**src/rtl/reg_pkg.sv**
```systemverilog
// Shared definitions for the register bank write and read-back paths.
package reg_pkg;

  localparam int WIDTH_DEF  = 8;
  localparam int ADDR_W_DEF = 3;
  localparam int BANK_DEPTH = 1 << ADDR_W_DEF;

  typedef enum logic [2:0] {
    IDLE,
    REQ,
    CAP,
    SHIFT,
    DONE
  } state_t;

  // Width of a counter that indexes bits 0..w-1 (never narrower than one bit).
  function automatic int cnt_w(input int w);
    return (w > 1) ? $clog2(w) : 1;
  endfunction

endpackage

```
**src/rtl/piso_shift.sv**
```systemverilog
// Parallel-load, LSB-first shift register; load has priority over shift.
module piso_shift
  import reg_pkg::*;
#(
  parameter int WIDTH = WIDTH_DEF
) (
  input  logic             clk,
  input  logic             reset,
  input  logic             load,
  input  logic             shift,
  input  logic [WIDTH-1:0] d,
  output logic             q
);

  logic [WIDTH-1:0] sr;

  always_ff @(posedge clk or negedge reset) begin
    if (!reset) begin
      sr <= '0;
    end else if (load) begin
      sr <= d;
    end else if (shift) begin
      sr <= sr >> 1;
    end
  end

  assign q = sr[0];

endmodule

```
**src/rtl/reg_reader.sv**
```systemverilog
// Burst read-back engine: reads consecutive bank words and serialises each
// one LSB-first, with a parallel copy of every captured word.
module reg_reader
  import reg_pkg::*;
#(
  parameter int WIDTH  = WIDTH_DEF,
  parameter int ADDR_W = ADDR_W_DEF
) (
  input  logic              clk,
  input  logic              reset,
  input  logic              start,
  input  logic [ADDR_W-1:0] base,
  input  logic [ADDR_W-1:0] count,
  output logic              busy,
  output logic              bank_rd,
  output logic [ADDR_W-1:0] bank_addr,
  input  logic [WIDTH-1:0]  bank_q,
  output logic [WIDTH-1:0]  word,
  output logic              word_valid,
  output logic              sdo,
  output logic              sdo_valid,
  output logic              done
);

  localparam int BW = cnt_w(WIDTH);
  localparam logic [BW-1:0] LAST_BIT = BW'(WIDTH - 1);

  state_t            state;
  logic [ADDR_W-1:0] addr;
  logic [ADDR_W-1:0] remaining;
  logic [BW-1:0]     bitcnt;
  logic              sr_load;
  logic              sr_shift;
  logic              sr_bit;

  // The bank is registered, so bank_q is valid throughout CAP.
  assign sr_load  = (state == CAP);
  assign sr_shift = (state == SHIFT);

  piso_shift #(
    .WIDTH (WIDTH)
  ) u_piso (
    .clk   (clk),
    .reset (reset),
    .load  (sr_load),
    .shift (sr_shift),
    .d     (bank_q),
    .q     (sr_bit)
  );

  // Gate with sdo_valid so the line idles low between words.
  assign sdo = sr_bit & sdo_valid;

  always_ff @(posedge clk or negedge reset) begin
    if (!reset) begin
      state      <= IDLE;
      addr       <= '0;
      remaining  <= '0;
      bitcnt     <= '0;
      busy       <= 1'b0;
      bank_rd    <= 1'b0;
      bank_addr  <= '0;
      word       <= '0;
      word_valid <= 1'b0;
      sdo_valid  <= 1'b0;
      done       <= 1'b0;
    end else begin
      case (state)
        IDLE: begin
          if (start) begin
            addr      <= base;
            remaining <= count;
            bank_rd   <= 1'b1;
            bank_addr <= base;
            busy      <= 1'b1;
            state     <= REQ;
          end
        end

        REQ: begin
          bank_rd <= 1'b0;
          state   <= CAP;
        end

        CAP: begin
          word       <= bank_q;
          word_valid <= 1'b1;
          sdo_valid  <= 1'b1;
          bitcnt     <= '0;
          state      <= SHIFT;
        end

        SHIFT: begin
          word_valid <= 1'b0;
          bitcnt     <= bitcnt + BW'(1);
          if (bitcnt == LAST_BIT) begin
            sdo_valid <= 1'b0;
            if (remaining == '0) begin
              done  <= 1'b1;
              state <= DONE;
            end else begin
              remaining <= remaining - ADDR_W'(1);
              addr      <= addr + ADDR_W'(1);
              bank_rd   <= 1'b1;
              bank_addr <= addr + ADDR_W'(1);
              state     <= REQ;
            end
          end
        end

        DONE: begin
          done  <= 1'b0;
          busy  <= 1'b0;
          state <= IDLE;
        end

        default: begin
          state <= IDLE;
        end
      endcase
    end
  end

endmodule

```
**config.mk**
```make
export PLATFORM = sky130hd
export DESIGN_NAME = reg_reader
export DESIGN_NICKNAME = d
export VERILOG_FILES = /design/src/rtl/reg_pkg.sv /design/src/rtl/piso_shift.sv /design/src/rtl/reg_reader.sv
export SDC_FILE = /design/constraint.sdc
export NUM_CORES = 1
export LEC_CHECK = 0
export ABC_AREA = 1
export CAP_MARGIN = 30
export CORE_AREA = 3 3 61 63
export DETAILED_ROUTE_END_ITERATION = 10
export DIE_AREA = 0 0 64 66
export GPL_TIMING_DRIVEN = 0
export PLACE_DENSITY = 0.8
export SLEW_MARGIN = 25
export SYNTH_ARGS = -nofsm -noshare
export SYNTH_HDL_FRONTEND = slang
export SYNTH_SLANG_ARGS = --single-unit
```
**constraint.sdc**
```tcl
create_clock -name clk -period 1.6 [get_ports clk]
set_clock_uncertainty 0.1 [all_clocks]
set_input_delay 0.48 -clock clk [delete_from_list [all_inputs] [get_ports clk]]
set_output_delay 0.48 -clock clk [all_outputs]
set_load 0.01 [all_outputs]
```
Word level (Yosys, flattened, before mapping)
Index checks and enable logic that the tools add are counted.

Bits in registers: 33. Input bits: 17. Word-level logic and storage cells: 63.

Add/sub/neg operators: 3. Equal/unequal tests: 9. Multiplexer cells: 26. Bitwise gates (word level): 1. Reduce and logical (&&, ||, !) cells: 13.

Operators by type and width (count): two-way mux 3 bit (9); one-hot mux 3 bit (2 select lines) (3); two-way mux 8 bit (2); one-hot mux 3 bit (4 select lines) (1); one-hot mux 1 bit (2 select lines) (4); AND reduction 4 bit (2); nonzero test 2 bit (4); adder 3 x 1 -> 3 bit, second input constant (2); == test 3 x 2 -> 1 bit, second input constant (2); == test 3 bit, second input constant (2); logical NOT 3 bit (2); two-way mux 1 bit (6); AND reduction 2 bit (3); != test 2 x 1 -> 1 bit, second input constant (2); != test 2 bit, second input constant (2); == test 3 x 1 -> 1 bit, second input constant (1); one-hot mux 1 bit (3 select lines) (1); AND reduction 3 bit (1); nonzero test 3 bit (1); subtractor 3 x 1 -> 3 bit, second input constant (1); bitwise AND 1 bit (1).

Depth between registers and ports, before layout
Gate-level depths: netlist of the first run.

Depth after elaboration: 4. Gate-level depth with buffers: 9.

By module
A second synthesis of the first run with hierarchy kept.

Cells, all modules: 199. Area total of the unflattened synthesis: 1611.5 µm².

By module, submodules not included: reg_reader (times used 1, cells each 156, area each 1234.9 µm²); piso_shift (times used 1, cells each 43, area each 376.6 µm²).

Worst setup path before layout of the first run
No wires, ideal clock.

Path type: reg2reg. Start point: register bitcnt[0]. End point: register bank_rd. Data arrival time: 1.147 ns. Setup slack: 0.230 ns. Cell stages (with the launch flop): 9. Cell sequence: dfrtp_1 -> ha_1 -> ha_1 -> inv_1 -> nand2_2 -> nand2_2 -> inv_2 -> nand2_4 -> nand2_1.

Longest elaborated chain between the ends: 3.

RTL lines: start, declared (line reg_reader.sv:31) `logic [BW-1:0] bitcnt;`; start signal, assigned (line reg_reader.sv:95) `bitcnt <= bitcnt + BW'(1);`; == test 3 bit (line reg_reader.sv:96) `if (bitcnt == LAST_BIT) begin`; != test 2 x 1 -> 1 bit (no line); AND reduction 4 bit (no line); end signal, assigned (line reg_reader.sv:73) `bank_rd <= 1'b1;`; end signal, assigned (line reg_reader.sv:81) `bank_rd <= 1'b0;`; end signal, assigned (line reg_reader.sv:104) `bank_rd <= 1'b1;`; end, declared (line reg_reader.sv:15) `output logic bank_rd,`.

Every way passes these cells. A chain may end at the register's enable or synchronous reset.

Worst setup path after layout of the first run
Start point: register sdo_valid. End point: output port sdo.

Longest elaborated chain between the ends: 1.

RTL lines: start, declared (line reg_reader.sv:21) `output logic sdo_valid,`; start signal, assigned (line reg_reader.sv:65) `sdo_valid <= 1'b0;`; start signal, assigned (line reg_reader.sv:88) `sdo_valid <= 1'b1;`; start signal, assigned (line reg_reader.sv:97) `sdo_valid <= 1'b0;`; bitwise AND 1 bit (line reg_reader.sv:52) `assign sdo = sr_bit & sdo_valid;`; end, declared (line reg_reader.sv:20) `output logic sdo,`.

Every way passes these cells.

==> results of run 1 <==
## power by group through the flow
stage | Clock [mW] | Sequential, mW | Combinational [mW]
after floorplan | 0 | 1.54 | 1.30
after global placement | 0 | 1.48 | 2.09
after detailed placement | 0 | 1.50 | 2.16
after CTS | 0.465 | 1.47 | 2.19
after global routing | 0.501 | 1.53 | 2.44
final | 0.440 | 1.48 | 2.15
## worst max-delay path, stage by stage (launching register included)
cell     delay, ns
dfrtp_1       0.42
nand2_1       0.07
inv_1         0.03
buf_2         0.13
## routing by layer
layer  vias up  track usage
met5         -            0
met4         0       0.0836
met3         9       0.0612
met2        31        0.308
met1       620        0.204
li1        676            -
## cells by family (layout without fill, tap and decap cells)
kind of cell | Yosys count | after routing
AND/OR/NAND/NOR | 106 | 106
flip-flops | 33 | 33
buffers and inverters | 24 | 75
AO/OA/AOI/OAI | 16 | 16
adder cells (fa/ha/maj) | 5 | 5
## through the flow
stage          TNS, ns  utilization  instance area (sq um)
6_report             0        0.617                   2030
5_1_grt        -0.0349        0.617                   2030
3_3_place_gp    -24.43        0.589                   1930
4_1_cts              0        0.624                   2050
2_1_floorplan        0            -                   1550
3_5_place_dp    -0.940        0.594                   1950
## cell type report
type | instances | area (sq um) | share of cell area
Tap cell | 46 | 57.6 | 0.0284
Clock buffer | 6 | 41.3 | 0.0204
Inverter | 21 | 81.3 | 0.0401
Clock inverter | 2 | 10.0 | 0.00494
Buffer | 3 | 23.8 | 0.0117
Sequential cell | 33 | 826 | 0.408
Multi-Input combinational cell | 127 | 621 | 0.306
Timing Repair Buffer | 43 | 365 | 0.180
## cells in the mapped netlist
library cell and instances:
buf_2 1, nand3_1 13, a31oi_1 1, buf_6 1, inv_1 18, nand3_4 1
nor2_4 1, inv_2 3, dfrtp_1 33, o211ai_1 5, nor2_1 3, nor3_1 1
nand2_1 81, nand2_4 2, o21ai_0 6, ha_1 5, nand2_2 4, buf_4 1
a21oi_1 4
## registers in the layout, indices dropped and copies added (netlist names)
register    count
addr            3
bank_rd         1
bitcnt          3
busy            1
done            1
remaining       3
sdo_valid       1
state           3
u_piso.sr       8
word            8
word_valid      1
## timing repair
item / CTS / global route
hold buffers: 1 / 0
endpoints found under the hold margin: 4 / 0
endpoints found under the setup margin: 17 / 18
pin swaps: 0 / 0
setup buffers: 6 / 2
resized for setup: 35 / 13
## worst paths after layout
path                            slack, ns       from  depth (start not counted)         to
min in group clk                     0.39  bitcnt[0]                          1  bitcnt[0]
worst min register to register       0.39  bitcnt[0]                          1  bitcnt[0]
worst min-delay path                 0.37      reset                          2    bank_rd
worst max-delay path                 0.03  sdo_valid                          3        sdo
worst max register to register       0.10  bitcnt[0]                          9    addr[0]
max in group asynchronous            0.64      reset                          3    word[0]
==> results.md, run 1 <==
- Fraction of layout cells with a size suffix above 1: 0.179
- RSZ-0062 raised after global routing: yes
- Synth Area in Compound Gates: 0.0607
- Clk buf depth: 2
- Most frequent cells in the layout: nand2_1, dfrtp_1, inv_1
- TritonCTS clock tree: built
- DR iter-0 viols: 48
- Detailed Routing Iterations Pass 1: 4
- CTS buffer count: 5
- Post-Place Cells: 264
- CTS sink cnt: 33
- Max Cap Viol: 0
- Final setup vio count: 0
- Pwr/cell area: 2010 mW/mm^2
- Final setup margin: 0.0289 ns
- Commonest non-fill, non-tap cell in the layout: nand2_1
- Fillers: ~300
- Hold Vio Cnt, Final: 0
- Core area: 0.00328 sq mm
- Post-synth top area cell: dfrtp_1
- Mean Syn Cell Area: 8.40 sq um
- Largest family of logic cells by synthesized area: simple AND/OR/NAND/NOR gates
- Routed Antenna Nets: 0
- Element type at the critical path end: output port
- Vias/cell: 4.75
- Gr usage total: 0.181
- Top layer in use: met4
- DP HPWL: 2340 um
- WL met2: ~1700 um
- Clock slew at reported path FFs: 0.11 ns
- Worst-Margin Slew: around 0.27 ns
- Net Count, Synth: around 210
- Clk Latency, worst-skew pair: roughly 0.35 ns
- Worst slew margin: 0.818
- Final WL: roughly 3400 um
- Simple-gate share of the synthesized area: 0.299
- F_max: 0.636 GHz
- Final hold slack: 0.371 ns
- Net switching power: between 1.5 and 2 mW
- ANT cells: 0
- Synth Cell Area: between 0.0015 and 0.002 sq mm
- Site Rows: 21
- Top Ports: 34
- GPL Wtd Cong: 0.852
- Adder-Cell Fraction of Synth Area: 0.0405
- Root Driver: clkbuf_4
- Peak supply drop: 0.839 mV
- Top cell type's share of synthesized area: 0.534
- Tightest Hold Check Type: in2async
- Largest net degree at the start of global routing: 30
- WP data required: 1.02 ns
- Max FO, Critical Path: 3
- Sequential cell area fraction in the yosys report: 0.534
- Routed wire per std cell: 12.0 um
- Count of cell types in the netlist: 19
- Vias in the first global route: 1,348
- Met3 wire length: 182 um
- Critical path arrival: 0.99 ns
- Fin crit share: 0.982
- Leak Pwr: 1.09 nW
- Aggregate global routing overflow: 0
- Area Growth Syn to Fin: 31.0%
- Die height: 66 um
- Top post-synthesis cells by area: dfrtp_1, nand2_1, inv_1
- Reg power frac: 0.363
- Pre-CTS WS: -0.145 ns
- Pwr Total: 4.07 mW
- Die width: 64 um
- Synth Register Bits: 33
- Die area: 0.00422 sq mm
- Final Net Count: 256
- Mux contribution to synthesized area: 0
- Pins Over Slew Limit: 0
- Metal1 wirelength: 1440 um
- Cell Int Power: 2.27 mW
- Via count: around 1,300
- H-tree Lvls: 2
- CP Launch Type: register
- Power share of the clock group: 0.108
- Initial core utilization: 0.471
- Post-Layout Cell Count: 281
- Fin crit period: approximately 1.6 ns
- Outcome: finished clean
- Syn. warnings: 0
- Fraction of synthesized cell area in xor and xnor cells: 0
- Initial antenna violation count: 0
- Synthesized instance count: 184
- Post-route DRC: 0
- Port bufs: 33
- Logic pwr share: 0.529
- Kind of critical path: reg2out
- First-pass GRT wire length: 5780 um
- Sw frac: 0.441
Power figures use the tool's default switching activity.
==> run 2: changes to the inputs <==
--- a/config.mk
+++ b/config.mk
@@ -12,7 +12,8 @@
 export DIE_AREA = 0 0 64 66
 export GPL_TIMING_DRIVEN = 0
 export PLACE_DENSITY = 0.8
-export SLEW_MARGIN = 25
+export RECOVER_POWER = 25
+export SLEW_MARGIN = 20
 export SYNTH_ARGS = -nofsm -noshare
 export SYNTH_HDL_FRONTEND = slang
 export SYNTH_SLANG_ARGS = --single-unit
==> run 2 against run 1 <==
Final cell count unchanged. Combinational power about the same. Via count unchanged. Setup slack is essentially flat. Sequential power about the same. Power fell by 0.13%. Largest cell class unchanged. Largest power group unchanged.
==> results.md, run 2 (same netlist as run 1, synthesis figures left out) <==
- Slowest stage delay, CP: 0.42 ns
- CTS sink cnt: 33
- Pwr/cell area: 2020 mW/mm^2
- Final WL: ~3400 um
- Vias in the first global route: about 1,300
- Crit-path slowest cell: dfrtp_1
- Die area: 0.00422 sq mm
- Detailed Routing Iterations Pass 1: 4
- Fraction of layout cells with a size suffix above 1: 0.174
- Most frequent cells in the layout: nand2_1, dfrtp_1, inv_1
- Largest net degree at the start of global routing: 30
- Worst-Margin Slew: 0.389 ns
- Seq. cell area: 826 sq um
- RSZ-0062 raised after global routing: yes
- Die height: 66 um
- H-tree Lvls: 2
- Hold Vio Cnt, Final: 0
- Fillers: 293
- Max Cap Viol: 0
- Pre-CTS WS: -0.145 ns
- Final hold slack: slightly below 0.4 ns
- Met3 wire length: 182 um
- WP data required: 1.02 ns
- Leak Pwr: 1.08 nW
- Critical path arrival: 0.99 ns
- Gr usage total: 0.181
- Top Ports: 34
- Routed wire per std cell: roughly 12 um
- DP HPWL: 2340 um
- Critical path, cell by cell: nand2_1 -> inv_1 -> buf_2
- Kind of critical path: reg2out
- Setup TNS: 0 ns
- Clk buf depth: 2
- Root Driver: clkbuf_4
- Core area: ~0.0033 sq mm
- WL met2: approximately 1700 um
- Post-route DRC: 0
- Die width: ~64 um
- Initial antenna violation count: 0
- Metal1 wirelength: 1450 um
- Buf+Inv Stages, Crit Path: 2
- Fin crit period: around 1.6 ns
- Aggregate global routing overflow: 0
- Element type at the critical path end: output port
- DR iter-0 viols: 41
- Final Net Count: 256
- Commonest non-fill, non-tap cell in the layout: nand2_1
- TritonCTS clock tree: built
- Pwr Total: 4.06 mW
- Worst path top cell family by delay: flip-flops
- Top layer in use: met4
- Via count: 1,336
- Area Growth Syn to Fin: 30.1%
- CP Launch Type: register
- Final core occ: 0.613
- Multi-input gate area: between 600 and 700 sq um
- Clk Latency, worst-skew pair: ~0.35 ns
- Outcome: finished clean
- Clock slew at reported path FFs: between 0.1 and 0.15 ns
- Worst slew margin: 0.741
- Fin crit share: 0.982
- Top Registers: u_piso.sr (8), word (8)
- Site Rows: 21
- Initial core utilization: 0.471
- Port bufs: 33
- F_max: 0.637 GHz
- Final setup vio count: 0
- Vias/cell: 4.75
- ANT cells: 0
- Peak supply drop: 0.838 mV
- Final setup margin: 0.0291 ns
- Routed Antenna Nets: 0
- Tightest Hold Check Type: in2async
- GPL Wtd Cong: 0.852
- CTS buffer count: 5
- First-pass GRT wire length: slightly below 6000 um
- Max FO, Critical Path: 3
- Pins Over Slew Limit: 0
==> run 2: changes by cell type in the layout (fill, tap and decap cells not counted), sizes merged <==
| cell | delta |
|---|---|
| clkbuf | +2 |
| buf | -2 |
==> run 2: power breakdown <==
part	switching, mW	internal, mW
clock network	0.273	0.167
registers	0.252	1.22
logic	1.27	0.878
==> run 2: area by class of cell <==
class	count	share of cell area
multi-input combinational	127	0.308
clock inverter	2	0.00498
tap	46	0.0286
timing repair buffer	43	0.175
buffer	3	0.0118
clock buffer	6	0.0205
sequential	33	0.410
inverter	21	0.0404
==> run 2: final timing paths <==
check	startpoint	endpoint	slack [ns]	depth (start not counted)
worst max-delay path	sdo_valid	sdo	0.03	3
worst min-delay path	reset	bank_rd	0.39	2
worst max register to register	bitcnt[0]	addr[0]	0.10	9
min in group clk	bitcnt[0]	bitcnt[0]	0.39	1
max in group asynchronous	reset	word[0]	0.29	3
worst min register to register	bitcnt[0]	bitcnt[0]	0.39	1
==> run 2: worst register-to-register path, cell delays in order (launching register included) <==
cell and delay [ns]:
dfrtp_1 0.41, ha_1 0.21, ha_1 0.22, inv_1 0.09, nand2_2 0.07, nand2_2 0.08
inv_4 0.06, nand2_4 0.10, nand2_1 0.06, nand2_1 0.06
==> run 2: per-stage QoR <==
stage / area (sq um) / instances
after floorplan: 1550 / 184
after global placement: 1930 / 263
after detailed placement: 1950 / 264
after CTS: 2050 / 279
after global routing: 2010 / 281
final: 2010 / 281
==> run 2: layer usage <==
metal  up-vias  global-route usage
met5         -                   0
met4         0              0.0836
li1        676                   -
met3         9              0.0612
met2        31               0.308
met1       620               0.204
==> run 2: timing repair <==
action | in CTS | in global routing
hold buffers | 1 | 0
pin swaps | 0 | 0
resized for setup | 35 | 13
setup buffers | 6 | 2
setup endpoints to repair | 17 | 18
hold endpoints to repair | 4 | 0
==> run 3: changes to the inputs <==
==> constraint.sdc (replaced) <==
create_clock -name clk -period 1.6 [get_ports clk]
set_clock_uncertainty 0.1 [all_clocks]
set_input_delay 0.48 -clock clk [delete_from_list [all_inputs] [get_ports clk]]
set_output_delay 0.48 -clock clk [all_outputs]
set_load 0.05 [all_outputs]
==> run 3 against run 2 <==
The flow now finishes with violations (setup timing). Non-clock buffer count is 6 lower. First-iteration DRC count is 80% higher. Register-to-register slack better by 0.05 ns. Clock-buffer cell count is 1 higher. Power is 18% higher. Setup slack worse by 0.034 ns. Via count is 1.7% lower. Sequential power hardly changed. Global-route usage is 1.2 points lower. Routed wire length is 4.9% lower. Combinational power is 24% higher. Sequential cell count stayed put. Critical path type unchanged. Critical endpoint unchanged. Largest power group unchanged.
==> results.md, run 3 (same netlist as run 1, synthesis figures left out) <==
- Outcome: finished with violations
- Failing checks: setup timing
- Element type at the critical path end: output port
- F_max: 0.623 GHz
- Clk Latency, worst-skew pair: around 0.34 ns
- Site Rows: 21
- CTS buffer count: 5
- Commonest non-fill, non-tap cell in the layout: nand2_1
- Hold Vio Cnt, Final: 0
- Die width: 64 um
- First-pass GRT wire length: between 5000 and 6000 um
- TritonCTS clock tree: built
- Post-route DRC: 0
- Pre-CTS WS: -0.231 ns
- Setup TNS: -0.00502 ns
- Initial core utilization: 0.471
- Core area: 0.00328 sq mm
- Port bufs: 33
- DP HPWL: 2320 um
- Top Ports: 34
- Max FO, Critical Path: 3
- Die area: 0.00422 sq mm
- Kind of critical path: reg2out
- Aggregate global routing overflow: 0
- Final setup margin: -0.00502 ns
- Worst-Margin Slew: just under 0.4 ns
- Clock slew at reported path FFs: 0.11 ns
- DR iter-0 viols: 74
- Vias in the first global route: around 1,300
- CP Launch Type: register
- Fin crit period: 1.61 ns
- CTS sink cnt: 33
- Gr usage total: 0.170
- Largest net degree at the start of global routing: 30
- Fin crit share: 1.00
- Final hold slack: 0.389 ns
- Pins Over Slew Limit: 0
- ANT cells: 0
- Most frequent cells in the layout: nand2_1, dfrtp_1, inv_1
- Via count: 1,313
- GPL Wtd Cong: between 0.8 and 0.9
- Final Net Count: 250
- Routed Antenna Nets: 0
- Worst slew margin: 0.742
- Vias/cell: 4.77
- Final WL: 3210 um
- Top Registers: u_piso.sr (8), word (8)
- Critical path arrival: 1.03 ns
- Pwr/cell area: about 2400 mW/mm^2
- Die height: 66 um
- Area Growth Syn to Fin: 28.4%
- Routed wire per std cell: 11.7 um
- Post-Layout Cell Count: 275
- H-tree Lvls: 2
- Detailed Routing Iterations Pass 1: 4
- WP data required: roughly 1.0 ns
- Tightest Hold Check Type: reg2reg
- Leak Pwr: about 1.1 nW
- Root Driver: clkbuf_4
- Final setup vio count: 1
- Post-Place Cells: roughly 260
- Pwr Total: 4.78 mW
- Clk buf depth: 2
- Initial antenna violation count: 0
- Fraction of layout cells with a size suffix above 1: 0.205
- Max Cap Viol: 0
- Peak supply drop: 1.52 mV
- RSZ-0062 raised after global routing: yes
run 3: final timing paths:
check / to / cells after the start / slack [ns] / startpoint
worst max-delay path: sdo / 3 / -0.005 / sdo_valid
worst min-delay path: bitcnt[1] / 2 / 0.39 / bitcnt[1]
worst max register to register: bank_rd / 8 / 0.15 / bitcnt[0]
worst min register to register: bitcnt[1] / 2 / 0.39 / bitcnt[1]
max in group asynchronous: sdo_valid / 3 / 0.28 / reset
min in group asynchronous: bank_rd / 2 / 0.40 / reset
run 3: power breakdown:
| part | internal, mW | switching [mW] |
|---|---|---|
| Combinational | 0.809 | 1.85 |
| Clock | 0.373 | 0.274 |
| Sequential | 1.22 | 0.251 |
run 3: area by class of cell:
type / instances / area, sq um
Multi-Input combinational cell: 127 / 626
Inverter: 21 / 81.3
Tap cell: 46 / 57.6
Timing Repair Buffer: 37 / 285
Clock buffer: 7 / 55.1
Buffer: 3 / 23.8
Clock inverter: 1 / 30.0
Fill cell: 317 / 1300
Sequential cell: 33 / 827
run 3: repair_timing:
action                                  4_1_cts  5_1_grt
resized for setup                            89        8
hold buffers                                  1        0
hold endpoints to repair                      4        0
endpoints found under the setup margin       17       15
buffers inserted                              0        2
run 3: per-stage QoR:
stage,util,instance area (sq um)
2_1_floorplan,-,1550
3_3_place_gp,0.589,1940
3_5_place_dp,0.594,1950
4_1_cts,0.600,1970
5_1_grt,0.605,1990
6_report,0.605,1990
run 3: critical path, cell delays in order, from the launching register on:
cell,delay [ns]
dfrtp_2,0.44
nand2_2,0.07
inv_2,0.03
buf_6,0.14
run 3: routing by layer:
| metal | wire [um] | vias to the layer above | track usage |
|---|---|---|---|
| met5 | 0 | - | 0 |
| met1 | 1470 | 609 | 0.197 |
| met3 | 188 | 4 | 0.0561 |
| li1 | - | 666 | - |
| met2 | 1510 | 34 | 0.289 |
| met4 | 49 | 0 | 0.0647 |
